`src/rtl/peri_uart_rx_pkg.sv`:
```
// rtl/peri_uart_rx_pkg.sv - shared types and flag positions for the UART receiver
// Contents:
//   uart_rx_state_t  receive FSM states
//   RX_*_BIT         bit positions of the flags in the control/status word
package peri_uart_rx_pkg;

  typedef enum logic [2:0] {
    RX_IDLE,
    RX_START,
    RX_DATA,
    RX_STOP,
    RX_BREAK
  } uart_rx_state_t;

  localparam int unsigned RX_VALID_BIT     = 0;
  localparam int unsigned RX_OVERRUN_BIT   = 1;
  localparam int unsigned RX_FRAME_ERR_BIT = 2;

endpackage

```
`src/rtl/uart_rx_core.sv`:
```
// rtl/uart_rx_core.sv - 8N1 deserialiser: synchroniser, receive FSM, shift register
// Ports:
//   clk_i      system clock
//   reset_i    synchronous active-high reset
//   uart_rx_i  asynchronous serial line, idle high
//   byte_o     assembled byte, meaningful while done_o is high
//   done_o     one-cycle pulse: frame with good stop bit
//   ferr_o     one-cycle pulse: stop bit sampled low
module uart_rx_core
  import peri_uart_rx_pkg::*;
#(
  parameter int unsigned CLKS_PER_BIT = 1042
) (
  input  logic       clk_i,
  input  logic       reset_i,
  input  logic       uart_rx_i,
  output logic [7:0] byte_o,
  output logic       done_o,
  output logic       ferr_o
);

  localparam int unsigned CNT_W = $clog2(CLKS_PER_BIT);
  localparam logic [CNT_W-1:0] HALF_M1 = CNT_W'(CLKS_PER_BIT / 2 - 1);
  localparam logic [CNT_W-1:0] FULL_M1 = CNT_W'(CLKS_PER_BIT - 1);

  logic           sync1_q, sync2_q;
  logic           rx_s;
  uart_rx_state_t state_q, state_d;
  logic [CNT_W-1:0] cnt_q, cnt_d;
  logic [2:0]     bit_idx_q, bit_idx_d;
  logic [7:0]     shift_q, shift_d;

  assign rx_s = sync2_q;

  // Synchroniser resets to the idle level so reset never looks like a start bit.
  always_ff @(posedge clk_i) begin
    if (reset_i) begin
      sync1_q   <= 1'b1;
      sync2_q   <= 1'b1;
      state_q   <= RX_IDLE;
      cnt_q     <= '0;
      bit_idx_q <= '0;
      shift_q   <= '0;
    end else begin
      sync1_q   <= uart_rx_i;
      sync2_q   <= sync1_q;
      state_q   <= state_d;
      cnt_q     <= cnt_d;
      bit_idx_q <= bit_idx_d;
      shift_q   <= shift_d;
    end
  end

  always_comb begin
    state_d   = state_q;
    cnt_d     = cnt_q;
    bit_idx_d = bit_idx_q;
    shift_d   = shift_q;
    unique case (state_q)
      RX_IDLE: begin
        cnt_d     = '0;
        bit_idx_d = '0;
        if (!rx_s) state_d = RX_START;
      end
      RX_START: begin
        // Re-check half a bit in so a short low pulse is rejected as a glitch.
        if (cnt_q == HALF_M1) begin
          cnt_d   = '0;
          state_d = rx_s ? RX_IDLE : RX_DATA;
        end else begin
          cnt_d = cnt_q + CNT_W'(1);
        end
      end
      RX_DATA: begin
        if (cnt_q == FULL_M1) begin
          cnt_d              = '0;
          shift_d[bit_idx_q] = rx_s;
          bit_idx_d          = bit_idx_q + 3'd1;
          if (bit_idx_q == 3'd7) state_d = RX_STOP;
        end else begin
          cnt_d = cnt_q + CNT_W'(1);
        end
      end
      RX_STOP: begin
        // Leaving mid-stop-bit lets a start bit follow with no idle gap.
        if (cnt_q == FULL_M1) begin
          cnt_d   = '0;
          state_d = rx_s ? RX_IDLE : RX_BREAK;
        end else begin
          cnt_d = cnt_q + CNT_W'(1);
        end
      end
      RX_BREAK: begin
        // A held-low line must return high before another start is accepted.
        cnt_d = '0;
        if (rx_s) state_d = RX_IDLE;
      end
      default: state_d = RX_IDLE;
    endcase
  end

  always_comb begin
    done_o = 1'b0;
    ferr_o = 1'b0;
    if (state_q == RX_STOP && cnt_q == FULL_M1) begin
      done_o = rx_s;
      ferr_o = !rx_s;
    end
  end

  assign byte_o = shift_q;

endmodule

```
`src/rtl/peri_uart_rx.sv`:
```
// rtl/peri_uart_rx.sv - memory-mapped UART receiver with holding register and W1C flags
// Ports:
//   clk_i              system clock
//   reset_i            synchronous active-high reset
//   uart_rx_i          serial line from the board pin
//   data_i             processor write data
//   we_ctrl_uart_rx_i  write strobe for the control/status register
//   data_out_o         {24'b0, rx_byte}
//   data_out_ctrl_o    {29'b0, frame_err, overrun, valid}
module peri_uart_rx
  import peri_uart_rx_pkg::*;
#(
  parameter int unsigned CLKS_PER_BIT = 1042
) (
  input  logic        clk_i,
  input  logic        reset_i,
  input  logic        uart_rx_i,
  input  logic [31:0] data_i,
  input  logic        we_ctrl_uart_rx_i,
  output logic [31:0] data_out_o,
  output logic [31:0] data_out_ctrl_o
);

  logic [7:0] core_byte;
  logic       core_done, core_ferr;

  logic [7:0] rx_byte_q, rx_byte_d;
  logic       valid_q, valid_d;
  logic       overrun_q, overrun_d;
  logic       ferr_q, ferr_d;
  logic       unused_data;

  assign unused_data = ^data_i[31:3];

  uart_rx_core #(
    .CLKS_PER_BIT(CLKS_PER_BIT)
  ) u_core (
    .clk_i    (clk_i),
    .reset_i  (reset_i),
    .uart_rx_i(uart_rx_i),
    .byte_o   (core_byte),
    .done_o   (core_done),
    .ferr_o   (core_ferr)
  );

  always_ff @(posedge clk_i) begin
    if (reset_i) begin
      rx_byte_q <= '0;
      valid_q   <= 1'b0;
      overrun_q <= 1'b0;
      ferr_q    <= 1'b0;
    end else begin
      rx_byte_q <= rx_byte_d;
      valid_q   <= valid_d;
      overrun_q <= overrun_d;
      ferr_q    <= ferr_d;
    end
  end

  // Software clears are applied first so a hardware set in the same cycle wins.
  always_comb begin
    rx_byte_d = rx_byte_q;
    valid_d   = valid_q;
    overrun_d = overrun_q;
    ferr_d    = ferr_q;
    if (we_ctrl_uart_rx_i) begin
      if (data_i[RX_VALID_BIT])     valid_d   = 1'b0;
      if (data_i[RX_OVERRUN_BIT])   overrun_d = 1'b0;
      if (data_i[RX_FRAME_ERR_BIT]) ferr_d    = 1'b0;
    end
    if (core_done) begin
      rx_byte_d = core_byte;
      valid_d   = 1'b1;
      if (valid_q) overrun_d = 1'b1;
    end
    if (core_ferr) ferr_d = 1'b1;
  end

  always_comb begin
    data_out_ctrl_o                   = '0;
    data_out_ctrl_o[RX_VALID_BIT]     = valid_q;
    data_out_ctrl_o[RX_OVERRUN_BIT]   = overrun_q;
    data_out_ctrl_o[RX_FRAME_ERR_BIT] = ferr_q;
  end

  assign data_out_o = {24'b0, rx_byte_q};

endmodule
```
`config.mk`:
```
export PLATFORM = sky130hd
export DESIGN_NAME = peri_uart_rx
export DESIGN_NICKNAME = d
export VERILOG_FILES = /design/src/rtl/peri_uart_rx_pkg.sv /design/src/rtl/uart_rx_core.sv /design/src/rtl/peri_uart_rx.sv
export SDC_FILE = /design/constraint.sdc
export NUM_CORES = 1
export LEC_CHECK = 0
export CAP_MARGIN = 20
export CORE_MARGIN = 3
export CORE_UTILIZATION = 44
export CTS_BUF_LIST = sky130_fd_sc_hd__clkbuf_4
export DETAILED_ROUTE_END_ITERATION = 16
export PLACE_DENSITY = 0.85
export SYNTH_ARGS = -nofsm -noshare
export SYNTH_HDL_FRONTEND = slang
export SYNTH_SLANG_ARGS = --single-unit
```
`constraint.sdc`:
```
create_clock -name clk_i -period 2.2 [get_ports clk_i]
set_input_delay 0.44 -clock clk_i [delete_from_list [all_inputs] [get_ports clk_i]]
set_output_delay 0.44 -clock clk_i [all_outputs]
set_load 0.02 [all_outputs]
```
==> flow_metrics.py, run 1 <==
metrics = {
    "yosys": {
        "yosys_warnings": 0,
        "synth_edf_count": 0,
        "yosysSeqAreaShare": 0.333,
        "synth_largest_area_cell": "dfxtp_1",
        "synthCells": 280,
        "ys_types": 42,
        "synth_top_area_share": 0.333,
        "synth_area_leaders": "dfxtp_1 33%, buf_4 19%, nand3_1 4.8%",
        "post_synth.cell_area_avg_um2": 8.15,
        "ys.flop_type": "dfxtp_1",
        "netlist_area_um2": 2280,
        "synthArstFlopShare": 0,
        "synth_seq_cells": 38,
    },
    "sta": {
        "tightestPinTransition_ns": 0.670,
        "fmax_ghz": 0.490,
        "rsz0062_at_grt": "false",
        "fin_setup_tns_ns": 0,
        "hold_viol": 0,
        "max_slew_margin": 0.549,
        "holdWs_ns": 0.418,
        "maxSlewViolCount": 0,
        "setup_ws_ns": 0.159,
        "period_share": 0.928,
        "fin_crit_ns": 2.04,
        "setup_viol": 0,
        "finalClockSkew_ns": 0.0185,
    },
    "pwr": {
        "p_per_area_nw_per_um2": 496,
        "total_power_w": 0.00119,
        "cellLeakagePower_nw": 0.866,
        "ir_drop_mv": 0.235,
    },
    "final_layout": {
        "n_fill_cell": 470,
        "n_antenna_cell": 0,
        "final_nets": 337,
        "multi_input_area_um2": 1210,
        "seq_area_um2": 761,
        "final_layout_size_suffix_gt1_frac": 0.104,
        "syn2layout_area_growth_pct": 4.93,
    },
    "min_path": {
        "min_from": "u_core.sync1_q$_SDFF_PP1_",
        "hold_path_class": "flip-flop to flip-flop",
        "worstHoldPathCells": 1,
        "worstHoldEndpoint": "u_core.rx_s$_SDFF_PP1_",
    },
    "grt": {
        "grt_pass1_wl_um": 7060,
        "antenna_found_initial": 0,
        "grt_max_degree": 25,
        "grtUsageTotal": 0.142,
        "grt_pass1_vias": 1604,
        "grt_overflow_total": 0,
    },
    "clock_network": {
        "clock_latency_ns": 0.35,
        "holdBufCountCts": 0,
        "cts_tree": "yes",
        "root_buffer": "clkbuf_4",
        "path_clk_slew_ns": 0.11,
        "cts_buffers": 5,
        "cts_num_sinks": 38,
        "htree_levels": 2,
        "max-clock-path-buffers": 2,
    },
    "place": {
        "dp_hpwl_um": 3230,
        "dp_slack_ns": 0.0467,
        "routabilityCongestion": 0.806,
        "io_buffers": 17,
    },
    "critical_path": {
        "cp.arrival_ns": 2.26,
        "worstPathRequired_ns": 2.42,
        "timing.reg2reg.setup_slack_ns": 0.16,
        "reg2reg_from": "u_core.cnt_q[5]$_SDFFE_PP0P_",
        "start_kind": "flip-flop",
        "endpoint_kind": "flip-flop",
        "critPathMaxFanout": 7,
        "worstReg2RegEnd": "u_core.state_q[0]$_SDFFE_PP0P_",
        "path_class": "flip-flop to flip-flop",
        "r2r_cells": 5,
    },
    "route": {
        "routed_wl_um": 4440,
        "wl_per_cell_um": 12.2,
        "ant_nets": 0,
        "drcViolationCount": 0,
        "firstDrtPassIters": 5,
        "dr.first_iter.drc_count": 161,
        "vias": 1840,
        "viasPerCell": 5.05,
    },
    "floorplan": {
        "start_util": 0.468,
        "row_count": 25,
        "io_pins": 100,
        "core_area_um2": 4880,
        "die_w_um": 78.0,
        "dieArea_um2": 6090,
        "die_h_um": 78.0,
    },
    "run": {
        "cap_violations": 0,
    },
    "status": {
        "status": "finished clean",
    },
}
power by group:
| part | switching, W | total (W) | internal (W) |
|---|---|---|---|
| combinational | 0.000111 | 0.000134 | 0.0000228 |
| clock | 0.000227 | 0.000360 | 0.000133 |
| sequential | 0.00000299 | 0.000694 | 0.000691 |
registers in the layout (all words and copies together), names as in the netlist:
register,cells
u_core.rx_s,1
u_core.byte_o,8
valid_q,1
rx_byte_q,8
u_core.bit_idx_q,3
u_core.sync1_q,1
overrun_q,1
u_core.cnt_q,11
ferr_q,1
u_core.state_q,3
what timing repair did:
item,CTS,global route
endpoints found under the setup margin,0,11
setup buffers,0,0
gates resized for setup,0,2
layout make-up:
class,instances,share of cell area
sequential,38,0.318
inverter,7,0.0110
clock buffer,6,0.0188
multi-input combinational,215,0.505
clock inverter,2,0.00366
timing repair buffer,29,0.109
tap,67,0.0350
cells by family after synthesis:
kind of cell | after synthesis | synth area share
fa+ha+maj | 5 | 0.0274
xor+xnor | 10 | 0.0384
flops | 38 | 0.333
buf+inv | 79 | 0.225
compound gates | 51 | 0.131
simple gates | 96 | 0.243
other cells | 1 | 0.00164
worst max path at each step:
stage                                             from                        endpoint  slack, ns  depth (start not counted)
after floorplan           u_core.cnt_q[5]$_SDFFE_PP0P_       rx_byte_q[0]$_SDFFE_PP0P_       0.25                          6
after global placement    u_core.cnt_q[5]$_SDFFE_PP0P_       rx_byte_q[4]$_SDFFE_PP0P_       0.08                          4
after detailed placement  u_core.cnt_q[5]$_SDFFE_PP0P_  u_core.state_q[0]$_SDFFE_PP0P_       0.05                          5
after CTS                 u_core.cnt_q[5]$_SDFFE_PP0P_       rx_byte_q[5]$_SDFFE_PP0P_       0.04                          4
after global routing      u_core.cnt_q[5]$_SDFFE_PP0P_   u_core.byte_o[4]$_SDFFE_PP0P_       0.06                          4
final                     u_core.cnt_q[5]$_SDFFE_PP0P_  u_core.state_q[0]$_SDFFE_PP0P_       0.16                          5
cell usage after synthesis (6+ instances only):
| library cell | n |
|---|---|
| buf_4 | 57 |
| dfxtp_1 | 38 |
| nand3_1 | 22 |
| a21oi_1 | 21 |
| nor3_1 | 16 |
| clkbuf_1 | 11 |
| nand2_1 | 11 |
| o21ai_0 | 11 |
| nor2_1 | 9 |
| inv_1 | 7 |
| o21ai_1 | 7 |
| xnor2_1 | 6 |
placed cells by master (no fill, tap or decap), drive strengths merged, types with 2 or more instances in the layout:
cell type | netlist | layout
o21a | 2 | 2
ha | 5 | 5
nor4 | 6 | 6
xnor2 | 6 | 6
o32ai | 2 | 2
o21ai | 19 | 19
xor2 | 4 | 4
or2 | 5 | 5
dfxtp | 38 | 38
clkbuf | 11 | 6
buf | 61 | 12
clkinv | 0 | 2
inv | 7 | 7
or3 | 5 | 5
nand2b | 4 | 4
nor3 | 16 | 16
nand4 | 2 | 2
nand3 | 22 | 22
or4bb | 2 | 2
clkdlybuf4s50 | 0 | 17
nand2 | 11 | 11
and3 | 3 | 3
or4 | 4 | 4
nand4b | 3 | 3
a21oi | 21 | 21
nor2 | 9 | 9
conb | 1 | 53
routing by layer:
| layer | vias to the layer above | wire (um) | part of all wire | track usage |
|---|---|---|---|---|
| li1 | 901 | - | - | - |
| met4 | 0 | 41 | 0.0092 | 0.0559 |
| met1 | 852 | 1970 | 0.44 | 0.176 |
| met3 | 5 | 304 | 0.068 | 0.0356 |
| met2 | 82 | 2130 | 0.48 | 0.238 |
| met5 | - | 0 | 0 | 0 |
critical path, stage by stage, from the launching register on:
cell,delay (ns)
dfxtp_1,0.37
or4_4,0.61
buf_4,0.18
nor4_4,0.34
nand2_1,0.09
o311ai_0,0.34
stage by stage:
stage                     cells  area (um2)  utilization
after floorplan             332        2480            -
after global placement      356        2330        0.478
after detailed placement    356        2330        0.478
after CTS                   364        2390        0.489
after global routing        364        2390        0.491
final                       364        2390        0.491
Power figures use the tool's default switching activity.
==> inputs of run 2 (changes only) <==
--- a/config.mk
+++ b/config.mk
@@ -6,10 +6,14 @@
 export NUM_CORES = 1
 export LEC_CHECK = 0
 export CAP_MARGIN = 20
+export CELL_PAD_IN_SITES_DETAIL_PLACEMENT = 1
+export CELL_PAD_IN_SITES_GLOBAL_PLACEMENT = 1
 export CORE_MARGIN = 3
-export CORE_UTILIZATION = 44
+export CORE_UTILIZATION = 31
 export CTS_BUF_LIST = sky130_fd_sc_hd__clkbuf_4
+export CTS_CLUSTER_SIZE = 8
 export DETAILED_ROUTE_END_ITERATION = 16
+export GPL_TIMING_DRIVEN = 0
 export PLACE_DENSITY = 0.85
 export SYNTH_ARGS = -nofsm -noshare
 export SYNTH_HDL_FRONTEND = slang
==> flow_metrics.py, run 2 (same netlist as run 1, synthesis figures left out) <==
metrics = {
    "min_path": {
        "worstHoldPathCells": 1,
        "worstHoldEndpoint": "u_core.rx_s$_SDFF_PP1_",
        "min_from": "u_core.sync1_q$_SDFF_PP1_",
        "hold_path_class": "flip-flop to flip-flop",
    },
    "route": {
        "routed_wl_um": 5860,
        "wl_per_cell_um": 13.0,
        "dr.first_iter.drc_count": 68,
        "ant_nets": 0,
        "drcViolationCount": 0,
        "vias": 2085,
        "firstDrtPassIters": 4,
        "viasPerCell": 4.61,
    },
    "pwr": {
        "total_power_w": 0.00142,
        "ir_drop_mv": 0.199,
        "p_per_area_nw_per_um2": 490,
        "cellLeakagePower_nw": 1.17,
    },
    "critical_path": {
        "r2r_cells": 6,
        "start_kind": "flip-flop",
        "critPathMaxFanout": 9,
        "cp.arrival_ns": 2.33,
        "worstReg2RegEnd": "rx_byte_q[0]$_SDFFE_PP0P_",
        "endpoint_kind": "flip-flop",
        "worstPathRequired_ns": 2.43,
        "reg2reg_from": "u_core.cnt_q[5]$_SDFFE_PP0P_",
        "path_class": "flip-flop to flip-flop",
        "timing.reg2reg.setup_slack_ns": 0.1,
    },
    "clock_network": {
        "cts_num_sinks": 38,
        "max-clock-path-buffers": 2,
        "cts_buffers": 5,
        "clock_latency_ns": 0.35,
        "path_clk_slew_ns": 0.12,
        "cts_tree": "yes",
        "root_buffer": "clkbuf_4",
        "htree_levels": 2,
    },
    "floorplan": {
        "die_h_um": 91.8,
        "core_area_um2": 6980,
        "dieArea_um2": 8430,
        "io_pins": 100,
        "die_w_um": 91.8,
        "row_count": 30,
        "start_util": 0.327,
    },
    "sta": {
        "rsz0062_at_grt": "false",
        "period_share": 0.956,
        "fmax_ghz": 0.475,
        "holdWs_ns": 0.424,
        "fin_crit_ns": 2.10,
        "maxSlewViolCount": 0,
        "setup_viol": 0,
        "max_slew_margin": 0.541,
        "fin_setup_tns_ns": 0,
        "finalClockSkew_ns": 0.00955,
        "hold_viol": 0,
        "tightestPinTransition_ns": 0.689,
    },
    "final_layout": {
        "largest_register_ffs": 11,
        "final_cell_mix": "60 x buf_4, 53 x conb_1, 36 x dfxtp_1",
        "top_register": "u_core.cnt_q",
        "syn2layout_area_growth_pct": 26.8,
        "final_layout_size_suffix_gt1_frac": 0.244,
        "n_antenna_cell": 0,
        "final_nets": 396,
        "final_area_um2": 2890,
        "final_common_cell": "buf_4",
    },
    "grt": {
        "grt_pass1_wl_um": 9720,
        "antenna_found_initial": 0,
        "grt_pass1_vias": 2116,
        "grtUsageTotal": 0.141,
        "grt_max_degree": 12,
        "grt_overflow_total": 0,
    },
    "place": {
        "place_area_um2": 2770,
        "routabilityCongestion": 0.851,
        "dp_hpwl_um": 4460,
        "io_buffers": 17,
    },
    "status": {
        "status": "finished clean",
    },
    "run": {
        "cap_violations": 0,
    },
}
## run 2: changes by cell type in the layout (fill, tap and decap cells not counted), moves of 2 or more
cell and delta:
buf_4 +48, clkbuf_1 +8, clkbuf_4 +2, dfxtp_1 -2, dfxtp_2 +2, nor4_1 -2
## run 2: report_power, final
| part | switching, W | internal, W | leakage, nW |
|---|---|---|---|
| Clock | 0.000247 | 0.000266 | 0.0463 |
| Combinational | 0.000126 | 0.0000842 | 0.812 |
| Sequential | 0.00000443 | 0.000691 | 0.308 |
| Total | 0.000378 | 0.00104 | 1.17 |
## run 2: cell type report
class,instances,area [um2]
multi-input combinational,215,1230
fill,883,4090
sequential,38,763
inverter,7,26.3
clock buffer,7,52.6
tap,96,120
timing repair buffer,19,185
buffer,69,482
clock inverter,1,30.0
## run 2: routing by layer
layer / global-route usage / wire, um
met5: 0 / 0
met4: 0.0408 / 59
met3: 0.0353 / 297
met2: 0.268 / 3110
met1: 0.152 / 2390
## run 2: through the flow
stage / util / instances / worst slack (ns)
after floorplan: - / 332 / 0.251
after global placement: 0.396 / 445 / 0.0742
after detailed placement: 0.396 / 445 / 0.00522
after CTS: 0.408 / 452 / 0.0412
after global routing: 0.415 / 452 / 0.000841
final: 0.415 / 452 / 0.0963
## run 2: what timing repair did
item                                    CTS  global route
gates resized for setup                   0            11
setup buffers                             0             2
endpoints found under the setup margin   11            26
pin swaps                                 1             1
hold buffers                              0             0
## run 2: worst max path at each step
stage	startpoint	end	slack, ns
3_5_place_dp	u_core.cnt_q[4]$_SDFFE_PP0P_	u_core.cnt_q[2]$_SDFFE_PP0P_	0.005
6_report	u_core.cnt_q[5]$_SDFFE_PP0P_	rx_byte_q[0]$_SDFFE_PP0P_	0.1
3_3_place_gp	u_core.cnt_q[4]$_SDFFE_PP0P_	u_core.cnt_q[2]$_SDFFE_PP0P_	0.07
4_1_cts	u_core.cnt_q[5]$_SDFFE_PP0P_	u_core.byte_o[2]$_SDFFE_PP0P_	0.04
2_1_floorplan	u_core.cnt_q[5]$_SDFFE_PP0P_	rx_byte_q[0]$_SDFFE_PP0P_	0.25
5_1_grt	u_core.cnt_q[1]$_SDFFE_PP0P_	u_core.cnt_q[2]$_SDFFE_PP0P_	0.0008
## run 2: critical path, stage by stage, from the launching register on
cell,delay (ns)
dfxtp_2,0.36
or4_1,0.52
buf_4,0.20
or4_1,0.50
buf_4,0.18
o21ai_1,0.13
a21oi_1,0.08
